**src/rtl/imm_ctrl_pkg.sv**
```systemverilog
// Shared widths and state encoding for the ONC-16 immediate-operand controller.
package imm_ctrl_pkg;

    localparam int DEF_DATA_W  = 16;
    localparam int DEF_IMM_W   = 8;
    localparam int DEF_PFX_W   = DEF_DATA_W - DEF_IMM_W;

    typedef enum logic {
        IMM_ST_IDLE = 1'b0,
        IMM_ST_PFX  = 1'b1
    } imm_state_e;

endpackage

```
**src/rtl/imm_ctrl_ext.sv**
```systemverilog
// Immediate extender: presents both zero- and sign-extended forms of a field.
module imm_ctrl_ext #(
    parameter int IN_W  = 8,
    parameter int OUT_W = 16
) (
    input  logic [IN_W-1:0]  in_i,
    output logic [OUT_W-1:0] out_z_o,
    output logic [OUT_W-1:0] out_s_o
);

    assign out_z_o = {{(OUT_W-IN_W){1'b0}}, in_i};
    assign out_s_o = {{(OUT_W-IN_W){in_i[IN_W-1]}}, in_i};

endmodule

```
**src/rtl/imm_ctrl.sv**
```systemverilog
// Immediate-operand controller: extends decoded immediates or assembles them with
// a preceding PREFIX field, delivering a registered operand over a valid/ready link.
module imm_ctrl
    import imm_ctrl_pkg::*;
#(
    parameter int DATA_W = DEF_DATA_W,
    parameter int IMM_W  = DEF_IMM_W
) (
    input  logic              clk,
    input  logic              rst_n,
    input  logic              in_valid,
    output logic              in_ready,
    input  logic [IMM_W-1:0]  in_imm,
    input  logic              in_sext,
    input  logic              in_is_prefix,
    input  logic              flush,
    output logic              out_valid,
    input  logic              out_ready,
    output logic [DATA_W-1:0] out_imm,
    output logic              out_prefixed,
    output logic              err_dbl_prefix,
    output logic              dbg_state
);

    localparam int PFX_W = DATA_W - IMM_W;

    // Handshake: a transfer happens on a rising edge where valid && ready are both
    // high. in_ready depends only on the output register (free or being drained),
    // never on in_valid, and a flush cycle accepts nothing.
    imm_state_e        state_q;
    logic [PFX_W-1:0]  pfx_q;
    logic              out_valid_q;
    logic [DATA_W-1:0] out_imm_q;
    logic              out_prefixed_q;
    logic              err_q;

    logic [DATA_W-1:0] ext_z;
    logic [DATA_W-1:0] ext_s;
    logic              accept;

    imm_ctrl_ext #(
        .IN_W  (IMM_W),
        .OUT_W (DATA_W)
    ) u_ext (
        .in_i    (in_imm),
        .out_z_o (ext_z),
        .out_s_o (ext_s)
    );

    assign in_ready = !out_valid_q || out_ready;
    assign accept   = in_valid && in_ready && !flush;

    always_ff @(posedge clk or negedge rst_n) begin
        if (!rst_n) begin
            state_q        <= IMM_ST_IDLE;
            pfx_q          <= '0;
            out_valid_q    <= 1'b0;
            out_imm_q      <= '0;
            out_prefixed_q <= 1'b0;
            err_q          <= 1'b0;
        end else if (flush) begin
            state_q     <= IMM_ST_IDLE;
            pfx_q       <= '0;
            out_valid_q <= 1'b0;
            err_q       <= 1'b0;
        end else begin
            err_q <= 1'b0;
            // A consumed operand drops valid unless a new one lands below.
            if (out_valid_q && out_ready) begin
                out_valid_q <= 1'b0;
            end
            if (accept) begin
                case (state_q)
                    IMM_ST_IDLE: begin
                        if (in_is_prefix) begin
                            pfx_q   <= in_imm[PFX_W-1:0];
                            state_q <= IMM_ST_PFX;
                        end else begin
                            out_imm_q      <= in_sext ? ext_s : ext_z;
                            out_prefixed_q <= 1'b0;
                            out_valid_q    <= 1'b1;
                        end
                    end
                    IMM_ST_PFX: begin
                        if (in_is_prefix) begin
                            pfx_q <= in_imm[PFX_W-1:0];
                            err_q <= 1'b1;
                        end else begin
                            out_imm_q      <= {pfx_q, in_imm};
                            out_prefixed_q <= 1'b1;
                            out_valid_q    <= 1'b1;
                            state_q        <= IMM_ST_IDLE;
                        end
                    end
                    default: state_q <= IMM_ST_IDLE;
                endcase
            end
        end
    end

    assign out_valid      = out_valid_q;
    assign out_imm        = out_imm_q;
    assign out_prefixed   = out_prefixed_q;
    assign err_dbl_prefix = err_q;
    assign dbg_state      = state_q;

endmodule
```
**config.mk**
```make
export PLATFORM = sky130hd
export DESIGN_NAME = imm_ctrl
export DESIGN_NICKNAME = d
export VERILOG_FILES = /design/src/rtl/imm_ctrl_pkg.sv /design/src/rtl/imm_ctrl_ext.sv /design/src/rtl/imm_ctrl.sv
export SDC_FILE = /design/constraint.sdc
export NUM_CORES = 1
export LEC_CHECK = 0
export ABC_AREA = 0
export ABC_CLOCK_PERIOD_IN_PS = 3400
export CORE_MARGIN = 2
export CORE_UTILIZATION = 30
export DETAILED_ROUTE_END_ITERATION = 10
export PLACE_DENSITY = 0.65
export SETUP_SLACK_MARGIN = 0.3
export SLEW_MARGIN = 20
export SYNTH_ARGS = -nofsm -noshare
export SYNTH_HDL_FRONTEND = slang
export SYNTH_SLANG_ARGS = --single-unit
```
**constraint.sdc**
```tcl
create_clock -name clk -period 3.4 [get_ports clk]
set_input_delay 0.51 -clock clk [delete_from_list [all_inputs] [get_ports clk]]
set_output_delay 0.51 -clock clk [all_outputs]
set_load 0.02 [all_outputs]
```
After elaboration in Yosys (flattened, before gate mapping) --
Index checks and enable logic that the tools add are counted.
Word-level totals: register bits 28, input bits 15, output and inout bits 21, word-level logic and storage cells 40
Operators by class: equality and inequality tests 2, muxes and demuxes 20, bitwise logic cells 2, reductions and logical operators 10
Operators with widths (number):
- 2-to-1 mux 16 bit | 3
- case mux 16 bit (2 select lines) | 1
- 2-to-1 mux 8 bit | 3
- 2-to-1 mux 1 bit | 12
- != test 2 bit, second input constant | 2
- AND reduction 4 bit | 1
- nonzero test 2 bit | 2
- logical AND 1 bit | 3
- zero test 1 bit | 2
- NOT 1 bit | 2
- case mux 1 bit (2 select lines) | 1
- AND reduction 2 bit | 1
- logical OR 1 bit | 1

Longest topological paths before layout --
Gate-level depths: netlist (run 1).
word-level depth 6, gate-level depth with buffers 5, mapped depth without buffers 3

Modules after synthesis --
From an unflattened synthesis (run 1), not the netlist that was laid out.
Unflattened totals: cell total of the unflattened synthesis 175, area, all modules 1735.4 µm²
By module, submodules not included:
- imm_ctrl | instances 1, cells each 142, area each 1491.4 µm²
- imm_ctrl_ext | instances 1, cells each 33, area each 244.0 µm²

Worst setup path before layout (run 1) --
No wires, ideal clock.
path kind input-to-reg, start point input out_ready, end point register out_imm_q[10], in the netlist out_imm[10], library setup time 125 ps, arrival time 1447 ps, required time 3275 ps, path slack 1828 ps, cell stages on the path 5, buffers on the path 2, cell sequence nand2b_4 -> and4bb_1 -> buf_6 -> buf_12 -> mux2_4
On the way: longest elaborated chain between the ends 4
Ends and longest elaborated chain:
- start: declaration | RTL line imm_ctrl.sv:18 | input logic out_ready,
- logical OR 1 bit | RTL line imm_ctrl.sv:50 | assign in_ready = !out_valid_q || out_ready;
- logical AND 1 bit (2 in a row) | RTL line imm_ctrl.sv:51 | assign accept = in_valid && in_ready && !flush;
- AND reduction 4 bit (no source line)
- end signal: assignment | RTL line imm_ctrl.sv:79 | out_imm_q <= in_sext ? ext_s : ext_z;
- end signal: assignment | RTL line imm_ctrl.sv:89 | out_imm_q <= {pfx_q, in_imm};
- end: declaration | RTL line imm_ctrl.sv:33 | logic [DATA_W-1:0] out_imm_q;
Every way passes these cells. A chain may end at the register's enable or synchronous reset.

Final worst setup path (run 1) --
start point input out_ready, end point output in_ready
On the way: longest elaborated chain between the ends 1
Ends and longest elaborated chain:
- logical OR 1 bit | RTL line imm_ctrl.sv:50
- end: declaration | RTL line imm_ctrl.sv:12 | output logic in_ready,
Every way passes these cells.

==> results of run 1 <==
-- synthesized netlist by cell type --
cell                       count
sky130_fd_sc_hd__a21oi_1       1
sky130_fd_sc_hd__a22o_1        8
sky130_fd_sc_hd__a31o_2        1
sky130_fd_sc_hd__a31oi_1       1
sky130_fd_sc_hd__and2_1        1
sky130_fd_sc_hd__and4_2        1
sky130_fd_sc_hd__and4bb_1      1
sky130_fd_sc_hd__buf_12        1
sky130_fd_sc_hd__buf_2         1
sky130_fd_sc_hd__buf_6         1
sky130_fd_sc_hd__clkbuf_1      1
sky130_fd_sc_hd__dfrtp_1      28
sky130_fd_sc_hd__inv_1         1
sky130_fd_sc_hd__mux2_2        7
sky130_fd_sc_hd__mux2_4       10
sky130_fd_sc_hd__nand2_1      17
sky130_fd_sc_hd__nand2b_1      1
sky130_fd_sc_hd__nand2b_4      1
sky130_fd_sc_hd__nand3b_1      1
-- power by group --
part	internal, uW	switching (uW)	leakage, uW
logic	130	98.0	0.000358
clock network	157	95.0	0.0000357
registers	376	25.6	0.000362
total	663	219	0.000756
-- logic make-up after synthesis --
group	synth area share
AOI/OAI and AO/OA	0.0761
buffers and inverters	0.0370
DFF	0.592
muxes	0.193
and+or+nand+nor	0.101
-- final timing paths --
path	end	slack, ns	cells past startpoint
worst max-delay path	in_ready	1.17	3
worst min-delay path	pfx_q[5]	0.51	1
worst max register to register	out_imm[2]	1.92	4
worst min register to register	pfx_q[5]	0.51	1
max in group asynchronous	pfx_q[4]	2.53	2
min in group asynchronous	out_imm[13]	0.62	2
-- final cells by class --
| cell class | instances | area [um2] | share of cell area |
|---|---|---|---|
| flip-flops and latches | 28 | 701 | 0.427 |
| inverters | 1 | 3.75 | 0.00229 |
| well taps | 48 | 60.1 | 0.0366 |
| repair buffers | 37 | 365 | 0.223 |
| multi-input cells | 51 | 439 | 0.268 |
| clock inverters | 1 | 30.0 | 0.0183 |
| clock buffers | 3 | 41.3 | 0.0252 |
-- metal layers --
metal  global-route usage  up-vias
li1                     -      370
met5                    0        -
met4               0.0306        0
met2                0.174       22
met1                0.157      372
met3               0.0321        2
-- through the flow --
stage	setup slack [ns]	hold slack [ns]
after CTS	1.16	0.513
final	1.17	0.511
after global routing	1.15	0.532
after floorplan	1.83	0.214
after global placement	1.19	0.483
after detailed placement	1.16	0.483
-- state kept, by name (all words and copies together) (netlist names) --
register,count
out_valid,1
out_imm,16
out_prefixed,1
err_dbl_prefix,1
pfx_q,8
dbg_state,1
==> impl_metrics.csv, run 1 <==
group,metric,value,unit
grt,wire_length_of_the_first_global_routing_pass,3800,um
placed_design,io_buffer_count,35,
placed_design,gp_congestion,0.728,
setup_path,crit_path_start,"out_ready",
pwr,peakVddDrop,0.185,mV
clocking,cts_max_level,1,
setup_path,critical_path_arrival,1.72,ns
clocking,number_of_cts_inserted_buffers,3,
grt,first_global_vias,783,
setup_path,critical_path_peak_fanout,6,
detailed_routing,vias_per_cell,4.53,
final_layout,final_non_filler_cell_area,1640,um2
synthesis,yosys_warnings,0,
setup_path,timing.critical_path.to_type,"output pin",
placed_design,detailedPlacementHpwl,1670,um
synthesis,netlist-cell-type-count,19,
timing,clock_skew,0.00102,ns
synthesis,synth-seq-area-share,0.592,
run_status,status,"finished, final reports clean",
worst_hold_path,worst_min_path_start,"pfx_q[5]",
job,number_of_max_cap_violations,0,
clocking,cts-resized-gates,0,
detailed_routing,detailroute.wirelength.met2,1030,um
grt,grt_max_degree,29,
final_layout,mostFrequentLayoutCell,"sky130_fd_sc_hd__clkdlybuf4s50_1",
timing,slew_headroom,0.513,
clocking,clkSinkCount,28,
setup_path,buf_inv_on_cp,2,
detailed_routing,drc_errors,0,
detailed_routing,drt-met1-wl,1050,um
timing,report.final.hold_viol_count,0,
timing,fraction_of_the_cycle_the_final_worst_path_needs,0.656,
setup_path,cp.required,2.89,ns
setup_path,critical_path.startpoint_type,"input pin",
placed_design,dpl_cells,165,
grt,globalRouteTotalUtil,0.113,
clocking,clock_tree_from_tritoncts,"built",
timing,setup_violations,0,
detailed_routing,dr.first_iter.drc_count,42,
clocking,clkLatencyLatePin,0.26,ns
grt,grt_remaining_overflow,0,
floorplan,core.rowCount,22,
final_layout,layout.core_utilization,0.441,
detailed_routing,num_vias,766,
synthesis,synthesis.nets,99,
clocking,cts.root.buffer_cell,"sky130_fd_sc_hd__clkbuf_8",
final_layout,post_layout_nonfiller_instances,169,
synthesis,synthesis.area,1180,um2
detailed_routing,met3_wirelength,153,um
detailed_routing,detail_route.wl_per_cell,13.3,um
synthesis,synth_top_area_cell,"sky130_fd_sc_hd__dfrtp_1",
detailed_routing,drt_pass1_iterations,4,
timing,rsz0062_at_grt,"no",
setup_path,max_stage_delay,0.61,ns
final_layout,synthToLayoutAreaGrowth,38.6,%
placed_design,placedInstanceArea,1570,um2
floorplan,die_h,66.8,um
setup_path,critical_path.cell_chain,"clkdlybuf4s50_1 > nand2b_4 > clkdlybuf4s50_1",
setup_path,cpMaxStageDelayCell,"sky130_fd_sc_hd__clkdlybuf4s50_1",
worst_hold_path,hold_path.class,"reg2reg",
synthesis,seq_cells_post_synth,28,
floorplan,design.die.area,4460,um2
setup_path,critical-path-top-delay-family,"buffers and inverters",
synthesis,ys_top_cells_by_area,"sky130_fd_sc_hd__dfrtp_1 (59%), sky130_fd_sc_hd__mux2_4 (13%), sky130_fd_sc_hd__mux2_2 (6.7%)",
synthesis,syn_avg_cell_area,14.1,um2
pwr,power_leakage,0.000756,uW
clocking,clockBufferDepth,2,
setup_path,timing.setup.critical_path_class,"in2out",
timing,final.setup.tns,0,ns
detailed_routing,detail_route.wirelength,2250,um
setup_path,r2r-start,"out_valid",
grt,antenna_found_initial,0,
floorplan,io-pin-count,36,
synthesis,post_synth_inst_count,84,
timing,final.min_clock_period,2.23,ns
timing,timing.final.max_slew_violations,0,
final_layout,antenna_cells,0,
clocking,holdBufCountCts,0,
setup_path,crit_top_cell,"sky130_fd_sc_hd__clkdlybuf4s50_1",
detailed_routing,top_layer,"met4",
final_layout,fill_cells,338,
pwr,power.density_cell_area,537,nW/um2
clocking,clkSlewWorstSetupHoldPaths,0.09,ns
timing,fmax,0.448,GHz
final_layout,layout_common_cells,"sky130_fd_sc_hd__clkdlybuf4s50_1 (35), sky130_fd_sc_hd__dfrtp_1 (28), sky130_fd_sc_hd__nand2_1 (17)",
pwr,design_power_total,881,uW
floorplan,floorplan.initialDensity,0.319,
floorplan,dieWidth,66.8,um
final_layout,drive_above_1_share,0.215,
timing,tightestPinTransition,0.726,ns
final_layout,final_nets,137,
clocking,cts_setup_buffers,0,
synthesis,synth_largest_type_area_fraction,0.592,
floorplan,design.core.area,3720,um2
detailed_routing,final_antenna_net_count,0,
Note: power is estimated with default switching activity, not from simulation.
==> run 2, diff against run 1 <==
--- a/config.mk
+++ b/config.mk
@@ -6,11 +6,11 @@
 export NUM_CORES = 1
 export LEC_CHECK = 0
 export ABC_AREA = 0
-export ABC_CLOCK_PERIOD_IN_PS = 3400
+export ABC_CLOCK_PERIOD_IN_PS = 2000
 export CORE_MARGIN = 2
 export CORE_UTILIZATION = 30
 export DETAILED_ROUTE_END_ITERATION = 10
-export PLACE_DENSITY = 0.65
+export PLACE_DENSITY = 0.67
 export SETUP_SLACK_MARGIN = 0.3
 export SLEW_MARGIN = 20
 export SYNTH_ARGS = -nofsm -noshare
==> constraint.sdc (replaced) <==
create_clock -name clk -period 2 [get_ports clk]
set_input_delay 0.3 -clock clk [delete_from_list [all_inputs] [get_ports clk]]
set_output_delay 0.3 -clock clk [all_outputs]
set_load 0.02 [all_outputs]
==> impl_metrics.csv, run 2 (synthesized netlist as in run 1, its figures left out) <==
group,metric,value,unit
timing,worst_slack,0.411,ns
grt,global_route.usage.met3,0.0270,
detailed_routing,detail_route.wirelength,2300,um
final_layout,layout.core_utilization,0.446,
grt,wire_length_of_the_first_global_routing_pass,3770,um
grt,globalRouteTotalUtil,0.110,
final_layout,synthToLayoutAreaGrowth,40.2,%
timing,slew_headroom,0.509,
floorplan,io-pin-count,36,
floorplan,dieWidth,66.8,um
grt,grt.met2_usage,0.190,
detailed_routing,drt_pass1_iterations,4,
grt,antenna_found_initial,0,
detailed_routing,num_vias,775,
setup_path,cpMaxStageDelayCell,"sky130_fd_sc_hd__clkdlybuf4s50_1",
grt,grt_max_degree,29,
clocking,clockBufferDepth,2,
clocking,clkSinkCount,28,
pwr,design_power_total,1500,uW
clocking,clkSlewWorstSetupHoldPaths,0.09,ns
clocking,clock_tree_from_tritoncts,"built",
detailed_routing,final_antenna_net_count,0,
floorplan,design.die.area,4460,um2
final_layout,post_layout_nonfiller_instances,170,
timing,final.setup.tns,0,ns
setup_path,critical_path.cell_chain,"clkdlybuf4s50_1",
detailed_routing,dr.first_iter.drc_count,24,
final_layout,antenna_cells,0,
clocking,cts_max_level,1,
setup_path,timing.setup.critical_path_class,"reg2out",
detailed_routing,vias_per_cell,4.56,
timing,setup_violations,0,
timing,rsz0062_at_grt,"no",
job,number_of_max_cap_violations,0,
placed_design,io_buffer_count,35,
clocking,clkLatencyLatePin,0.26,ns
detailed_routing,drc_errors,0,
timing,final.min_clock_period,1.59,ns
setup_path,r2r_endpoint,"out_imm[15]",
placed_design,detailedPlacementHpwl,1660,um
setup_path,max_stage_delay,0.62,ns
timing,report.final.hold_viol_count,0,
pwr,power_leakage,0.000763,uW
setup_path,crit_path_start,"out_valid",
clocking,cts_setup_buffers,0,
setup_path,critical-path-top-delay-family,"buffers and inverters",
setup_path,worstRegToRegCells,4,
timing,clock_skew,0.00221,ns
grt,first_global_vias,826,
grt,grt_remaining_overflow,0,
grt,use_met1,0.140,
clocking,number_of_cts_inserted_buffers,3,
final_layout,mostFrequentLayoutCell,"sky130_fd_sc_hd__clkdlybuf4s50_1",
timing,tightestPinTransition,0.733,ns
setup_path,cp.required,1.70,ns
setup_path,critical_path_peak_fanout,2,
setup_path,r2r-start,"out_valid",
setup_path,critical_path_arrival,1.29,ns
setup_path,buf_inv_on_cp,1,
final_layout,drive_above_1_share,0.221,
floorplan,floorplan.initialDensity,0.319,
worst_hold_path,hold_path.class,"in2async",
final_layout,final_nets,138,
setup_path,timing.critical_path.to_type,"output pin",
final_layout,largest_register_ff_count,16,
clocking,holdBufCountCts,0,
placed_design,dpl_cells,166,
timing,timing.final.max_slew_violations,0,
placed_design,preCtsSetupSlack,0.160,ns
floorplan,core.rowCount,22,
final_layout,layout_common_cells,"sky130_fd_sc_hd__clkdlybuf4s50_1 (34), sky130_fd_sc_hd__dfrtp_1 (28), sky130_fd_sc_hd__nand2_1 (17)",
setup_path,critical_path.startpoint_type,"register",
floorplan,design.core.area,3720,um2
detailed_routing,detail_route.wl_per_cell,13.5,um
timing,fmax,0.629,GHz
floorplan,die_h,66.8,um
pwr,power.density_cell_area,906,nW/um2
clocking,cts.root.buffer_cell,"sky130_fd_sc_hd__clkbuf_8",
setup_path,reg2reg_slack,0.57,ns
grt,grt.busiest_layer,"met2",
placed_design,gp_congestion,0.698,
run_status,status,"finished, final reports clean",
timing,fraction_of_the_cycle_the_final_worst_path_needs,0.794,
pwr,peakVddDrop,0.288,mV
## run 2: cell types whose count changed in the layout (fill, tap and decap cells not counted), sizes merged
| cell | previous run | this run |
|---|---|---|
| buf | 2 | 3 |
| dlygate4sd2 | 0 | 1 |
| clkdlybuf4s50 | 35 | 34 |
## run 2: timing repair
item / in CTS / in global routing
endpoints found under the hold margin: 0 / 0
resized for setup: 1 / 0
setup endpoints to repair: 1 / 0
## run 2: per-layer routing
metal | vias to the layer above | share of wire
met5 | - | 0
met4 | 0 | 0
met3 | 0 | 0.067
met2 | 20 | 0.48
met1 | 388 | 0.46
li1 | 367 | -
## run 2: final cells by class
cell class / instances / area [um2]
clock buffers: 3 / 41.3
multi-input cells: 51 / 439
well taps: 48 / 60.1
repair buffers: 38 / 384
inverters: 1 / 3.75
clock inverters: 1 / 30.0
flip-flops and latches: 28 / 701
fillers: 347 / 2060
## run 2: worst max-delay path by stage
stage                             end  slack, ns  depth (start not counted)
after floorplan           out_imm[10]       0.49                          5
final                       out_valid       0.41                          1
after global placement       in_ready       0.21                          3
after global routing        out_valid       0.36                          1
after detailed placement  out_imm[15]       0.16                          5
after CTS                   out_valid       0.39                          1
## run 2: stage by stage
stage / area (um2) / hold WS (ns)
2_1_floorplan: 1180 / 0.00441
3_3_place_gp: 1590 / 0.483
3_5_place_dp: 1590 / 0.483
4_1_cts: 1660 / 0.407
5_1_grt: 1660 / 0.424
6_report: 1660 / 0.398
## run 2: power breakdown
group | total [uW] | internal (uW) | switching [uW]
registers | 679 | 639 | 40.6
logic | 393 | 223 | 170
clock network | 430 | 267 | 162
